### config.mk
export PLATFORM = sky130hd
export DESIGN_NAME = nota_seq_ctrl_flat
export DESIGN_NICKNAME = d
export VERILOG_FILES = /design/src/rtl/nota_pkg.sv /design/src/rtl/nota_seq_ctrl_if.sv /design/src/rtl/nota_frase_rom.sv /design/src/rtl/nota_seq_ctrl.sv /design/src/flat_wrapper.sv
export SDC_FILE = /design/constraint.sdc
export NUM_CORES = 1
export LEC_CHECK = 0
export CAP_MARGIN = 40
export CORE_MARGIN = 4
export CORE_UTILIZATION = 40
export DETAILED_ROUTE_END_ITERATION = 6
export GPL_TIMING_DRIVEN = 0
export PLACE_DENSITY_LB_ADDON = 0.05
export SYNTH_ARGS = -nofsm -noshare
export SYNTH_HDL_FRONTEND = slang
export SYNTH_SLANG_ARGS = --single-unit
### constraint.sdc
create_clock -name clk -period 3 [get_ports clk]
set_input_delay 0.6 -clock clk [delete_from_list [all_inputs] [get_ports clk]]
set_output_delay 0.6 -clock clk [all_outputs]
set_load 0.1 [all_outputs]
### src/rtl/nota_pkg.sv
// Shared codes for the note-phrase sequencer: note/tipo encodings, FSM states
// and the stored autoplay phrases.
package nota_pkg;

  localparam int unsigned TAB_LEN = 6;
  localparam int unsigned ROW_W   = $clog2(TAB_LEN);

  typedef enum logic [2:0] {
    NOTA_X, NOTA_DO, NOTA_RE, NOTA_MI, NOTA_FA, NOTA_SOL, NOTA_LA, NOTA_SI
  } nota_e;

  typedef enum logic [1:0] {
    TIPO_NULO, TIPO_ADJ, TIPO_COMP, TIPO_ADV
  } tipo_e;

  typedef enum logic [2:0] {
    S_IDLE, S_CLR, S_ISSUE, S_GAP, S_WAIT_FIM, S_DONE
  } state_e;

  // {tom, nota}
  typedef logic [3:0] entry_t;

  // A phrase ends at the first NOTA_X entry, or at the last column otherwise.
  localparam entry_t TABELA [4][TAB_LEN] = '{
    '{{1'b0, NOTA_DO}, {1'b0, NOTA_LA}, {1'b0, NOTA_SI},
      {1'b0, NOTA_X},  {1'b0, NOTA_X},  {1'b0, NOTA_X}},
    '{{1'b1, NOTA_RE}, {1'b0, NOTA_MI}, {1'b1, NOTA_FA},
      {1'b0, NOTA_SOL}, {1'b1, NOTA_LA}, {1'b0, NOTA_SI}},
    '{{1'b0, NOTA_MI}, {1'b0, NOTA_X},  {1'b0, NOTA_X},
      {1'b0, NOTA_X},  {1'b0, NOTA_X},  {1'b0, NOTA_X}},
    '{{1'b1, NOTA_DO}, {1'b1, NOTA_RE}, {1'b0, NOTA_X},
      {1'b0, NOTA_X},  {1'b0, NOTA_X},  {1'b0, NOTA_X}}
  };

endpackage

### src/rtl/nota_seq_ctrl_if.sv
// Classifier-side handshake: the sequencer drives entries and the classifier
// reset, the classifier answers with fim/tipo.
interface nota_seq_ctrl_if;
  logic       ok_out;
  logic       tom_out;
  logic [2:0] nota_out;
  logic       rst_rec;
  logic       fim_in;
  logic [1:0] tipo_in;

  modport master (output ok_out, tom_out, nota_out, rst_rec, input fim_in, tipo_in);
  modport slave  (input ok_out, tom_out, nota_out, rst_rec, output fim_in, tipo_in);
endinterface

### src/rtl/nota_frase_rom.sv
// Combinational lookup of one stored phrase entry; indices past the table
// read as NOTA_X so the phrase terminates there.
module nota_frase_rom
  import nota_pkg::*;
#(
  parameter int unsigned IDX_W = 3
) (
  input  logic [1:0]       sel,
  input  logic [IDX_W-1:0] idx,
  output entry_t           entry
);

  always_comb begin
    entry = '0;
    for (int unsigned i = 0; i < TAB_LEN; i++) begin
      if (32'(idx) == i) entry = TABELA[sel][i[ROW_W-1:0]];
    end
  end

endmodule

### src/rtl/nota_seq_ctrl.sv
// Sequencer/arbiter feeding the note-phrase classifier either from keypad
// entry or from autoplay of stored phrases; latches and counts results.
module nota_seq_ctrl
  import nota_pkg::*;
#(
  parameter int unsigned MAX_LEN = TAB_LEN,
  parameter int unsigned GAP     = 4,
  parameter int unsigned TIMEOUT = 16
) (
  input  logic            clk,
  input  logic            reset,
  input  logic            modo,
  input  logic            start,
  input  logic [1:0]      sel_frase,
  input  logic            man_ok,
  input  logic            man_tom,
  input  logic [2:0]      man_nota,
  nota_seq_ctrl_if.master cls,
  output logic            busy,
  output logic            done,
  output logic [1:0]      tipo_out,
  output logic            erro_timeout,
  output logic [3:0]      cont_frases
);

  localparam int unsigned IDX_W = (MAX_LEN > 1) ? $clog2(MAX_LEN) : 1;
  localparam int unsigned GAP_W = $clog2(GAP + 1);
  localparam int unsigned TMO_W = $clog2(TIMEOUT + 1);
  localparam logic [IDX_W-1:0] IDX_LAST = IDX_W'(MAX_LEN - 1);
  localparam logic [GAP_W-1:0] GAP_LAST = GAP_W'(GAP - 1);
  // WAIT_FIM starts one cycle after the terminal ok_out, which already counts
  // towards the timeout, so DONE lands exactly TIMEOUT cycles after it.
  localparam logic [TMO_W-1:0] TMO_LAST = TMO_W'(TIMEOUT - 2);

  state_e           state_q, state_d;
  logic [1:0]       sel_q, sel_d;
  logic [IDX_W-1:0] idx_q, idx_d;
  logic [GAP_W-1:0] gap_q, gap_d;
  logic [TMO_W-1:0] tmo_q, tmo_d;
  logic             man_ok_prev_q, man_ok_prev_d;
  logic             ok_q, ok_d;
  logic             tom_q, tom_d;
  logic [2:0]       nota_q, nota_d;
  logic             rst_rec_q, rst_rec_d;
  logic             busy_q, busy_d;
  logic             done_q, done_d;
  logic [1:0]       tipo_q, tipo_d;
  logic             erro_q, erro_d;
  logic [3:0]       cont_q, cont_d;
  logic             finish, timed_out;
  entry_t           rom_entry;

  nota_frase_rom #(.IDX_W(IDX_W)) u_rom (
    .sel   (sel_q),
    .idx   (idx_q),
    .entry (rom_entry)
  );

  always_comb begin
    state_d       = state_q;
    sel_d         = sel_q;
    idx_d         = idx_q;
    gap_d         = gap_q;
    tmo_d         = tmo_q;
    man_ok_prev_d = man_ok;
    ok_d          = 1'b0;
    rst_rec_d     = 1'b0;
    done_d        = 1'b0;
    tom_d         = tom_q;
    nota_d        = nota_q;
    tipo_d        = tipo_q;
    erro_d        = erro_q;
    cont_d        = cont_q;
    finish        = 1'b0;
    timed_out     = 1'b0;

    unique case (state_q)
      S_IDLE: begin
        if (modo && start) begin
          sel_d     = sel_frase;
          idx_d     = '0;
          erro_d    = 1'b0;
          rst_rec_d = 1'b1;
          state_d   = S_CLR;
        end else begin
          if (!modo && man_ok && !man_ok_prev_q) begin
            ok_d   = 1'b1;
            tom_d  = man_tom;
            nota_d = man_nota;
          end
          finish = cls.fim_in;
        end
      end
      S_CLR: begin
        ok_d    = 1'b1;
        tom_d   = rom_entry[3];
        nota_d  = rom_entry[2:0];
        state_d = S_ISSUE;
      end
      S_ISSUE: begin
        if (cls.fim_in) begin
          finish  = 1'b1;
          state_d = S_DONE;
        end else if (rom_entry[2:0] == NOTA_X || idx_q == IDX_LAST) begin
          tmo_d   = '0;
          state_d = S_WAIT_FIM;
        end else begin
          idx_d   = idx_q + IDX_W'(1);
          gap_d   = '0;
          state_d = S_GAP;
        end
      end
      S_GAP: begin
        if (cls.fim_in) begin
          finish  = 1'b1;
          state_d = S_DONE;
        end else if (gap_q == GAP_LAST) begin
          ok_d    = 1'b1;
          tom_d   = rom_entry[3];
          nota_d  = rom_entry[2:0];
          state_d = S_ISSUE;
        end else begin
          gap_d = gap_q + GAP_W'(1);
        end
      end
      S_WAIT_FIM: begin
        if (cls.fim_in) begin
          finish  = 1'b1;
          state_d = S_DONE;
        end else if (tmo_q == TMO_LAST) begin
          finish    = 1'b1;
          timed_out = 1'b1;
          state_d   = S_DONE;
        end else begin
          tmo_d = tmo_q + TMO_W'(1);
        end
      end
      S_DONE:  state_d = S_IDLE;
      default: state_d = S_IDLE;
    endcase

    // Result is latched on the edge that raises done, so tipo_out is valid with it.
    if (finish) begin
      done_d = 1'b1;
      tipo_d = timed_out ? TIPO_NULO : cls.tipo_in;
      if (timed_out) begin
        erro_d = 1'b1;
      end else if (cont_q != 4'hF) begin
        cont_d = cont_q + 4'd1;
      end
    end

    busy_d = (state_d != S_IDLE) && (state_d != S_DONE);
  end

  always_ff @(posedge clk) begin
    if (reset) begin
      state_q       <= S_IDLE;
      sel_q         <= '0;
      idx_q         <= '0;
      gap_q         <= '0;
      tmo_q         <= '0;
      man_ok_prev_q <= 1'b0;
      ok_q          <= 1'b0;
      tom_q         <= 1'b0;
      nota_q        <= '0;
      rst_rec_q     <= 1'b0;
      busy_q        <= 1'b0;
      done_q        <= 1'b0;
      tipo_q        <= '0;
      erro_q        <= 1'b0;
      cont_q        <= '0;
    end else begin
      state_q       <= state_d;
      sel_q         <= sel_d;
      idx_q         <= idx_d;
      gap_q         <= gap_d;
      tmo_q         <= tmo_d;
      man_ok_prev_q <= man_ok_prev_d;
      ok_q          <= ok_d;
      tom_q         <= tom_d;
      nota_q        <= nota_d;
      rst_rec_q     <= rst_rec_d;
      busy_q        <= busy_d;
      done_q        <= done_d;
      tipo_q        <= tipo_d;
      erro_q        <= erro_d;
      cont_q        <= cont_d;
    end
  end

  assign cls.ok_out   = ok_q;
  assign cls.tom_out  = tom_q;
  assign cls.nota_out = nota_q;
  assign cls.rst_rec  = rst_rec_q;
  assign busy         = busy_q;
  assign done         = done_q;
  assign tipo_out     = tipo_q;
  assign erro_timeout = erro_q;
  assign cont_frases  = cont_q;

endmodule

### src/flat_wrapper.sv
// flat-port wrapper written by rule: the top's interface ports become plain ports
module nota_seq_ctrl_flat import nota_pkg::*;
#(
  parameter int unsigned MAX_LEN = TAB_LEN,
  parameter int unsigned GAP     = 4,
  parameter int unsigned TIMEOUT = 16
)
  (clk, reset, modo, start, sel_frase, man_ok, man_tom, man_nota, busy, done, tipo_out, erro_timeout, cont_frases, cls_ok_out, cls_tom_out, cls_nota_out, cls_rst_rec, cls_fim_in, cls_tipo_in);
  nota_seq_ctrl_if cls_i ();
  input  logic clk;
  input  logic reset;
  input  logic modo;
  input  logic start;
  input  logic [1:0] sel_frase;
  input  logic man_ok;
  input  logic man_tom;
  input  logic [2:0] man_nota;
  output logic busy;
  output logic done;
  output logic [1:0] tipo_out;
  output logic erro_timeout;
  output logic [3:0] cont_frases;
  output wire logic [$bits(cls_i.ok_out)-1:0] cls_ok_out;
  output wire logic [$bits(cls_i.tom_out)-1:0] cls_tom_out;
  output wire logic [$bits(cls_i.nota_out)-1:0] cls_nota_out;
  output wire logic [$bits(cls_i.rst_rec)-1:0] cls_rst_rec;
  input wire logic [$bits(cls_i.fim_in)-1:0] cls_fim_in;
  input wire logic [$bits(cls_i.tipo_in)-1:0] cls_tipo_in;
  assign cls_ok_out = cls_i.ok_out;
  assign cls_tom_out = cls_i.tom_out;
  assign cls_nota_out = cls_i.nota_out;
  assign cls_rst_rec = cls_i.rst_rec;
  assign cls_i.fim_in = cls_fim_in;
  assign cls_i.tipo_in = cls_tipo_in;
  nota_seq_ctrl #(.MAX_LEN(MAX_LEN), .GAP(GAP), .TIMEOUT(TIMEOUT)) u_core (.clk(clk), .reset(reset), .modo(modo), .start(start), .sel_frase(sel_frase), .man_ok(man_ok), .man_tom(man_tom), .man_nota(man_nota), .cls(cls_i), .busy(busy), .done(done), .tipo_out(tipo_out), .erro_timeout(erro_timeout), .cont_frases(cont_frases));
endmodule
==> results.ini <==
[logic_synthesis]
synth_edf_count = 0
synth_xor_area_share_pct = 0.927
seq_area_frac_synth_pct = 33.9
synthTopCellsByCount = dfxtp_1 (32), nor2_1 (28), a21oi_1 (16)
async_reset_ff_share_pct = 0
ys_top_cells_by_area = dfxtp_1 (34%), ha_1 (9.9%), nor2_1 (5.6%)
syn_area_per_cell_um2 = 8.52
synth_compound_area_share_pct = 22.8
synthAdderAreaFrac_pct = 9.93
synth_top_cell_area_share_pct = 33.9
synthesis.nets = 251
yosysMostFrequentCell = dfxtp_1
synth_top_area_cell = dfxtp_1
ys_ff_latch = 32
synth_mux_area_share_pct = 4.77
syn_inst = 222
synthSimpleGateAreaFrac_pct = 23.4
synth_cell_types = 48
ys.flop_type = dfxtp_1
ys_warn_count = 0
syn_area_mm2 = 0.00189
synth_top_family_by_area = simple AND/OR/NAND/NOR gates

[sta]
worstMarginPinSlew_ps = 732
maxSlewHeadroom_pct = 50.9
grt_setup_unrepaired = no
fin_tns_setup_ps = 0
finClkSkew_ps = 8.83
fin_crit_sh_pct = 82.3
slew_violations = 0
fin_crit_ps = 2470
final_hold_viol_count = 0
timing.fmax_ghz = 0.405
setup_violations = 0

[cts]
cts.sinks = 32
cts_hold_buffers = 0
cts_buffers = 5
clock_path_buffers = 2
clkLatencyLatePin_ps = 290
cts_max_level = 2
cts_root_buf = clkbuf_8
cts_setup_buffers = 0
clk_pin_slew_ps = 70
cts_resized = 0
cts_tree = built

[floorplanning]
die_area_mm2 = 0.00589
ioPinCount = 29
die_y_um = 76.8
num_rows = 24
fp.dieW_um = 76.8
core_area_mm2 = 0.00447
start_util_pct = 42.3

[route]
routed_wl_um = 4230
viasPerCell = 5.18
first_iter_violations = 93
ant_nets = 0
wl_per_cell_um = 13.0
num_vias = 1678
drc_errors = 0
drtPass1Iterations = 4

[placement]
dp_hpwl_um = 3300
gp_congestion = 0.753
io_buffers = 27
postPlaceCellArea_mm2 = 0.00245

[worst_setup_path]
endpoint_kind = register
cp_data_arrival_time_ps = 2630
crit_fanout = 10
setup.worst_path.start_class = register
required_ps = 3160
critPathKind = reg -> reg

[finish]
multi_input_area_mm2 = 0.00117
seq_area_um2 = 641
stdcell_area_mm2 = 0.00258
drive_gt1_share_pct = 13.6
fillers = 412
antenna_cells = 0
area_growth_pct = 36.3
nets = 300

[power_and_ir_drop]
power.total_mw = 1.57
leakagePower_nw = 0.975
p_per_area_mw_per_mm2 = 607
peakVddDrop_v = 0.000302

[global_route]
grt_util_all_layers_pct = 15.4
grt_max_degree = 11
grt_pass1_vias = 1589
grt_pass1_wl_um = 7430
grt_overflow = 0
antenna_found_initial = 0

[outcome]
outcome = complete, no violations

[run]
drv_cap = 0

[worst_hold_path]
holdCritPathClass = reg -> reg

[critical path: stages (launching register included)]
cell,delay (ps)
dfxtp_1,300
buf_2,200
inv_1,110
ha_1,290
nor2_2,190
o311ai_2,150
a311o_2,470
a31oi_2,350
mux2i_1,230
nor2_1,50
[worst paths after layout]
check | slack, ps | start | endpoint | depth (start not counted)
max reg2reg | 530 | u_core.idx_q[2]$_SDFFE_PP0P_ | u_core.gap_q[2]$_SDFFE_PP0P_ | 9
max | 530 | u_core.idx_q[2]$_SDFFE_PP0P_ | u_core.gap_q[2]$_SDFFE_PP0P_ | 9
min reg2reg | 450 | u_core.tipo_out[1]$_SDFFE_PP0P_ | u_core.tipo_out[1]$_SDFFE_PP0P_ | 2
min | 450 | u_core.tipo_out[1]$_SDFFE_PP0P_ | u_core.tipo_out[1]$_SDFFE_PP0P_ | 2
[logic make-up (layout without fill, tap and decap cells)]
kind of cell / after synthesis / count (layout)
simple gates: 86 / 86
compound gates: 58 / 58
flops: 32 / 32
buf+inv: 20 / 70
fa+ha+maj: 15 / 15
mux: 9 / 9
xor+xnor: 2 / 2
[layer usage]
| metal | vias up | track usage, % | share of wire [%] |
|---|---|---|---|
| met5 | - | 0 | 0 |
| met4 | 0 | 3.99 | 1.1 |
| met3 | 4 | 5.04 | 4.1 |
| met2 | 26 | 23.3 | 46 |
| met1 | 768 | 20.8 | 48 |
| li1 | 880 | - | - |
[layout by cell type (no fill, tap or decap), drive strengths merged, types with 8 or more instances in the layout]
cell / instances
o21ai: 9
inv: 10
a21oi: 16
dfxtp: 32
nand2b: 8
nand2: 15
mux2i: 9
a31oi: 8
nor2: 29
clkdlybuf4s50: 27
clkbuf: 12
ha: 15
buf: 20
[where the power goes]
group	switching [mW]	total, mW	leakage [nW]	internal (mW)
registers	0.0252	0.490	0.261	0.465
clock network	0.161	0.454	0.0645	0.293
logic	0.390	0.621	0.650	0.231
total	0.577	1.57	0.975	0.988
[metrics by stage]
step | hold slack, ps | std cells | utilization, % | worst slack, ps
after floorplan | 449 | 222 | - | 808
after global placement | 446 | 301 | 49.7 | 466
after detailed placement | 450 | 316 | 54.8 | 488
after CTS | 460 | 324 | 57.6 | 512
after global routing | 483 | 324 | 57.6 | 352
final | 453 | 324 | 57.6 | 531
[cell type report]
cell class | instances | area share [%]
multi-input combinational | 170 | 45.3
sequential | 32 | 24.9
timing repair buffer | 42 | 19.2
clock buffer | 7 | 3.74
tap | 52 | 2.52
buffer | 10 | 1.70
inverter | 10 | 1.46
clock inverter | 1 | 1.17
[state kept, by name (all words and copies together), names as in the netlist]
name and count:
u_core.tmo_q 5, u_core.cont_frases 4, u_core.cls.nota_out 3, u_core.gap_q 3, u_core.idx_q 3, u_core.state_q 3, u_core.sel_q 2, u_core.tipo_out 2
u_core.busy 1, u_core.cls.ok_out 1, u_core.cls.rst_rec 1, u_core.cls.tom_out 1, u_core.done 1, u_core.erro_timeout 1, u_core.man_ok_prev_q 1
Power figures use the tool's default switching activity.
